[config.mk]
export PLATFORM = sky130hd
export DESIGN_NAME = uart_tx_serializer
export DESIGN_NICKNAME = d
export VERILOG_FILES = /design/src/rtl/uart_tx_serializer.sv
export SDC_FILE = /design/constraint.sdc
export NUM_CORES = 1
export LEC_CHECK = 0
export CAP_MARGIN = 30
export CORE_AREA = 4 4 58 60
export DETAILED_ROUTE_END_ITERATION = 12
export DIE_AREA = 0 0 62 64
export GPL_ROUTABILITY_DRIVEN = 0
export PLACE_DENSITY = 0.75
export SLEW_MARGIN = 20
export SYNTH_ARGS = -nofsm -noshare
export SYNTH_HDL_FRONTEND = slang
export SYNTH_SLANG_ARGS = --single-unit
[constraint.sdc]
create_clock -name clock -period 1.91 [get_ports clock]
set_input_delay 0.4775 -clock clock [delete_from_list [all_inputs] [get_ports clock]]
set_output_delay 0.4775 -clock clock [all_outputs]
set_load 0.01 [all_outputs]
[src/rtl/uart_tx_serializer.sv]
// uart_tx_serializer: 8N1/8N2 UART transmitter fed by a TX_DATA/TX_ENABLE strobe (optional parity via UART_TX_PARITY_EN)
//   clock      : system clock, rising edge
//   reset      : asynchronous, active-high reset (aborts any frame in progress)
//   TX_DATA    : byte to send, sampled only in the cycle TX_ENABLE is accepted
//   TX_ENABLE  : single-cycle send strobe, ignored while busy
//   TX_READY   : high = idle and able to accept a byte (registered)
//   txd        : serial line, idle high (registered)
//   UART_TX_PARITY_EN : when defined, a parity bit (even, or odd with PARITY_ODD=1) follows the data bits
module uart_tx_serializer #(
  parameter int CLK_FREQ_HZ = 50000000,
  parameter int BAUD_RATE = 115200,
  parameter int STOP_BITS = 1,
  parameter int PARITY_ODD = 0
) (
  input  logic       clock,
  input  logic       reset,
  input  logic [7:0] TX_DATA,
  input  logic       TX_ENABLE,
  output logic       TX_READY,
  output logic       txd
);
  localparam int DIV = CLK_FREQ_HZ / BAUD_RATE;
  localparam int CW = (DIV > 2) ? $clog2(DIV) : 1;
  localparam logic [CW-1:0] LAST = CW'(DIV - 1);
  localparam logic [2:0] LAST_STOP = 3'(STOP_BITS - 1);
  if (DIV < 2) begin : g_div_chk
    $error("uart_tx_serializer: CLK_FREQ_HZ / BAUD_RATE must be >= 2");
  end
  if (STOP_BITS != 1 && STOP_BITS != 2) begin : g_stop_chk
    $error("uart_tx_serializer: STOP_BITS must be 1 or 2");
  end
  if (PARITY_ODD != 0 && PARITY_ODD != 1) begin : g_par_chk
    $error("uart_tx_serializer: PARITY_ODD must be 0 or 1");
  end
`ifdef UART_TX_PARITY_EN
  typedef enum logic [2:0] {IDLE, START, DATA, PARITY, STOP} state_t;
  logic par, par_n;
`else
  typedef enum logic [2:0] {IDLE, START, DATA, STOP} state_t;
`endif
  state_t state, state_n;
  logic [CW-1:0] cnt, cnt_n;
  logic [2:0] idx, idx_n;
  logic [7:0] shift, shift_n;
  logic txd_n, ready_n, adv;
  always_ff @(posedge clock or posedge reset) begin
    if (reset) begin
      state <= IDLE;
      cnt <= '0;
      idx <= '0;
      shift <= '0;
      txd <= 1'b1;
      TX_READY <= 1'b1;
`ifdef UART_TX_PARITY_EN
      par <= 1'b0;
`endif
    end else begin
      state <= state_n;
      cnt <= cnt_n;
      idx <= idx_n;
      shift <= shift_n;
      txd <= txd_n;
      TX_READY <= ready_n;
`ifdef UART_TX_PARITY_EN
      par <= par_n;
`endif
    end
  end
  // Next-state values are computed here and registered above, so every output
  // is a flop and no input reaches an output combinationally.
  always_comb begin
    state_n = state;
    idx_n = idx;
    shift_n = shift;
    txd_n = txd;
    ready_n = TX_READY;
`ifdef UART_TX_PARITY_EN
    par_n = par;
`endif
    adv = cnt == LAST;
    cnt_n = (state == IDLE || adv) ? '0 : cnt + 1'b1;
    case (state)
      IDLE: if (TX_ENABLE) begin
        state_n = START;
        shift_n = TX_DATA;
        txd_n = 1'b0;
        ready_n = 1'b0;
        idx_n = '0;
`ifdef UART_TX_PARITY_EN
        par_n = ^TX_DATA ^ 1'(PARITY_ODD);
`endif
      end
      START: if (adv) begin
        state_n = DATA;
        txd_n = shift[0];
        shift_n = shift >> 1;
      end
      DATA: if (adv) begin
        if (idx == 3'd7) begin
          idx_n = '0;
`ifdef UART_TX_PARITY_EN
          state_n = PARITY;
          txd_n = par;
`else
          state_n = STOP;
          txd_n = 1'b1;
`endif
        end else begin
          idx_n = idx + 3'd1;
          txd_n = shift[0];
          shift_n = shift >> 1;
        end
      end
`ifdef UART_TX_PARITY_EN
      PARITY: if (adv) begin
        state_n = STOP;
        txd_n = 1'b1;
      end
`endif
      STOP: if (adv) begin
        state_n = (idx == LAST_STOP) ? IDLE : STOP;
        ready_n = idx == LAST_STOP;
        idx_n = (idx == LAST_STOP) ? 3'd0 : idx + 3'd1;
      end
      default: state_n = IDLE;
    endcase
  end
endmodule

# After elaboration in Yosys (flattened, before gate mapping)
# Cells that the tools add are included.
[word_totals]
word_cells = 56
input_bits = 11
regBits = 25
[classes]
n_mux = 26
eq_ne = 11
n_reduce_logical = 11
addsub = 2
[op_table]
columns = ["op", "count"]
rows = [
  ["$mux W8", 4],
  ["$mux W3", 10],
  ["$pmux W8 S3", 1],
  ["$ne A2 B2 Y1 const B", 6],
  ["$pmux W3 S4", 1],
  ["$reduce_and A5 Y1", 2],
  ["$add A9 B1 Y9 const B", 1],
  ["$eq A9 B9 Y1 const B", 1],
  ["$mux W9", 1],
  ["$pmux W3 S3", 1],
  ["$reduce_and A4 Y1", 2],
  ["$eq A3 B2 Y1 const B", 2],
  ["$logic_not A3 Y1", 2],
  ["$reduce_bool A3 Y1", 2],
  ["$mux W1", 5],
  ["$add A3 B1 Y3 const B", 1],
  ["$eq A3 B1 Y1 const B", 1],
  ["$eq A3 B3 Y1 const B", 1],
  ["$pmux W1 S3", 1],
  ["$reduce_and A3 Y1", 1],
  ["$mux W2", 1],
  ["$pmux W1 S2", 1],
  ["$reduce_bool A2 Y1", 1],
  ["$logic_or A1 B1 Y1", 1],
]

# Logic depth before layout (Yosys ltp)
[depth]
ltp_word = 4
mapped_depth = 8
ltp_nobuf = 6

# Least setup slack after synthesis
# OpenSTA, ideal clock, no wires.
[synth_timing]
kind = "flip-flop to flip-flop"
start = "register state[0]"
end = "register shift[0]"
setup_time_ns = 0.125
period_less_slack_ns = 1.839
path_stages_with_launch = 8
required_time_ns = 1.785
slack_ns = 0.071
arrival_ns = 1.714
path_cell_list = "dfrtp_1 inv_1 ha_1 buf_2 nor2b_1 buf_2 nor3_4 mux2_2"
[synth_between]
elab_chain_cells = 3
elab_cells_between_ends = 10
[synth_lines]
columns = ["element", "line_no", "text"]
rows = [
  ["start, declared", "41", "state_t state, state_n;"],
  ["start signal, assigned", "58", "state <= state_n;"],
  ["$eq A3 B2 Y1, or another cell as far along", "82", "case (state)"],
  ["$ne A2 B2 Y1 (no source line) / $reduce_bool A3 Y1 (equally long branches)", "n/a", ""],
  ["$reduce_and A5 Y1 (no source line)", "n/a", ""],
  ["end signal, assigned", "61", "shift <= shift_n;"],
  ["end, declared", "44", "logic [7:0] shift, shift_n;"],
]
# Parallel ways exist; a longest one is shown, timed or not.
# A chain may end at the register's enable or synchronous reset.

# Worst setup path in the final report
[layout_timing]
start = "register state[0]"
end = "register idx[0]"
[layout_between]
elab_chain_cells = 3
elab_cells_between_ends = 9
[layout_lines]
columns = ["element", "line_no", "text"]
rows = [
  ["$eq A3 B2 Y1 / $logic_not A3 Y1 (equally long branches)", "82", ""],
  ["$ne A2 B2 Y1 (no source line) / $reduce_bool A3 Y1 (equally long branches)", "n/a", ""],
  ["$reduce_and A4 Y1 (no source line)", "n/a", ""],
  ["end signal, assigned", "60", "idx <= idx_n;"],
  ["end, declared", "43", "logic [2:0] idx, idx_n;"],
]
# Parallel ways exist; a longest one is shown, timed or not.

==> reports/results.ini <==
[setup_path]
timing.setup.critical_path_class=register to register
cp-startpoint=state[0]
timing.rr.start=state[0]
worst_ep_required_time_ns=2.12
worstPathMaxFanout=4
worstSetupEndpointType=register
startpoint_type=register
arrival_ns=2.06

[cts]
clk_latency_ns=0.31
cts.root.buffer_cell=clkbuf_4
cts_tree=done
clockBufferDepth=2
clk_pin_slew_worst_paths_ns=0.13
cts_sinks=24
numCtsBuffers=3
cts_max_level=1

[power_and_ir_drop]
p_sw_share_pct=20.7
p_int_mw=0.631
vdd_drop_max_mv=0.455
p_comb_share_pct=6.3
clkPwrFrac_pct=28.1
cellPowerDensity_nw_per_um2=463
leakage_nw=0.737
p_switching_mw=0.164
pwr-share-seq_pct=65.6

[yosys]
synth-seq-cells=24
synth-edff-count=0
synth_flop_cell=dfrtp_1
syn-num-nets=150
ys_warn_count=0
synth_cells=130
synth_area_um2=1410
ys_types=36
synth-async-reset-ratio_pct=100
synth_area_per_cell_um2=10.9
yosysSeqAreaShare_pct=42.7

[sta]
min_period_over_period_pct=96.6
holdWs_ns=0.490
min_period_ns=1.85
hold_viol_final=0
drv_slew=0
fmax_ghz=0.542
max_slew_margin_pct=79.7
setup_ws_ns=0.0643
setup_viol=0
worstMarginPinSlew_ns=0.303
finClkSkew_ns=0.0124

[grt]
grt.overflow.total=0
grt_usage_pct=15.9
grt_max_degree=25
first_global_vias=1078
grt_pass1_wl_um=4780
antenna_found_initial=0

[placed_design]
dp.cells=181
dp_hpwl_um=2020
pre_cts_slack_ns=-0.0697
portBuffers=12

[status]
outcome=finished, final reports clean

[die]
die_area_um2=3970
fp.dieW_um=62
die_y_um=64
row_count=20
pin_count=13
initial_core_util_pct=48.2
core_area_um2=2930

[worst_hold_path]
hold_path.class=input pin to async pin

[drt]
vias=1032
routed_wirelength_um=2750
first_pass_iters=4
drt_iter0_markers=32
postRouteAntennaNets=0
wl_per_cell_um=14.6
drc=0
vias_per_cell=5.49

[finish]
diodes=0
fill_cells=262
final-seq-area_um2=603
drive_gt1_share_pct=31.6
multi_input_area_um2=777
instances_no_fill=188
area_delta_synth_final_pct=21.6
nNetsFinal=176

[run]
maxCapViolations=0

-- worst max-delay path: stages, from the launching register on --
cell,delay [ns]
dfrtp_1,0.41
inv_2,0.06
ha_2,0.21
buf_4,0.15
or2_2,0.32
a221oi_4,0.26
mux2_2,0.36
-- layer usage --
metal	vias up	GRT usage (%)	part of all wire [%]
li1	505	-	-
met1	508	19.8	42
met2	15	27.7	53
met3	4	3.64	3.1
met4	0	2.39	1.1
met5	-	0	0
-- flip-flops by register name (all words and copies together) (netlist names) --
| register | flops |
|---|---|
| cnt | 9 |
| shift | 8 |
| idx | 3 |
| txd | 1 |
| state | 2 |
| TX_READY | 1 |
-- worst paths after layout --
check | to | slack [ns] | depth (start not counted)
worst max register to register | idx[0] | 0.06 | 6
worst min-delay path | shift[5] | 0.49 | 3
min in group clock | cnt[0] | 0.52 | 1
max in group asynchronous | txd | 1.14 | 3
worst min register to register | cnt[0] | 0.52 | 1
worst max-delay path | idx[0] | 0.06 | 6
-- cells in the mapped netlist, types with 3 or more instances --
library cell | number | share of area, %
buf_2 | 3 | 1.1
dfrtp_1 | 22 | 39
ha_1 | 9 | 8.0
inv_1 | 9 | 2.4
mux2_2 | 16 | 13
mux2i_1 | 3 | 2.1
nand2_1 | 5 | 1.3
nand2b_1 | 3 | 1.3
nand3_1 | 5 | 1.8
nor2_1 | 14 | 3.7
o21ai_0 | 4 | 1.4
xnor2_1 | 5 | 3.1
-- placed cells by master (no fill, tap or decap), types with 2 or more instances in the layout --
cell type	synthesis	final
dfstp_2	2	2
inv_1	9	8
mux2i_1	3	3
buf_4	0	12
or2_2	2	2
o21ai_0	4	3
nor2_1	14	13
dfrtp_1	22	22
o32a_1	2	2
nand3_1	5	5
nand2_1	5	4
clkdlybuf4s50_1	0	10
xor2_1	2	2
nor3_1	2	2
ha_1	9	6
nand2b_1	3	3
clkbuf_4	0	3
ha_2	0	3
xnor2_1	5	5
dlymetal6s2s_1	0	2
mux2_2	16	16
nor2b_1	2	2
or3_1	2	2
nand4_1	2	2
-- through the flow --
stage	cell area [um^2]	total power, mW	util [%]	setup TNS (ns)
6_report	1720	0.795	58.6	0
5_1_grt	1720	0.838	58.6	-0.00681
4_1_cts	1680	0.811	57.2	0
3_5_place_dp	1640	0.583	56.1	-0.593
3_3_place_gp	1640	0.580	56.1	-0.418
2_1_floorplan	1410	0.552	-	0
-- area by class of cell --
cell class              instances  area share [%]
well taps                      33            2.41
flip-flops and latches         24            35.1
multi-input cells              93            45.3
inverters                       9            1.97
repair buffers                 25            13.7
clock buffers                   4            1.53
-- repair_timing --
item | in CTS | in global routing
hold buffers | 0 | 0
endpoints found under the hold margin | 0 | 0
gates cloned | 0 | 0
pin swaps | 1 | 0
resized for setup | 1 | 10
endpoints found under the setup margin | 9 | 15
setup buffers | 1 | 2
-- power groups by stage --
stage,Clock [mW],Sequential [mW],Combinational (mW)
2_1_floorplan,0,0.529,0.0228
3_3_place_gp,0,0.530,0.0498
3_5_place_dp,0,0.531,0.0519
4_1_cts,0.238,0.521,0.0519
5_1_grt,0.259,0.523,0.0562
6_report,0.223,0.521,0.0503
-- cells by family (layout without fill, tap and decap cells) --
kind of cell	after synthesis	in the layout	share of synthesized area (%)
AND/OR/NAND/NOR	44	44	17.3
AO/OA/AOI/OAI	14	14	9.04
XOR/XNOR	7	7	4.34
multiplexers	19	19	14.9
flip-flops	24	24	42.7
adder cells (fa/ha/maj)	9	9	7.98
buffers and inverters	13	38	3.72
(Power assumes the default switching activity.)
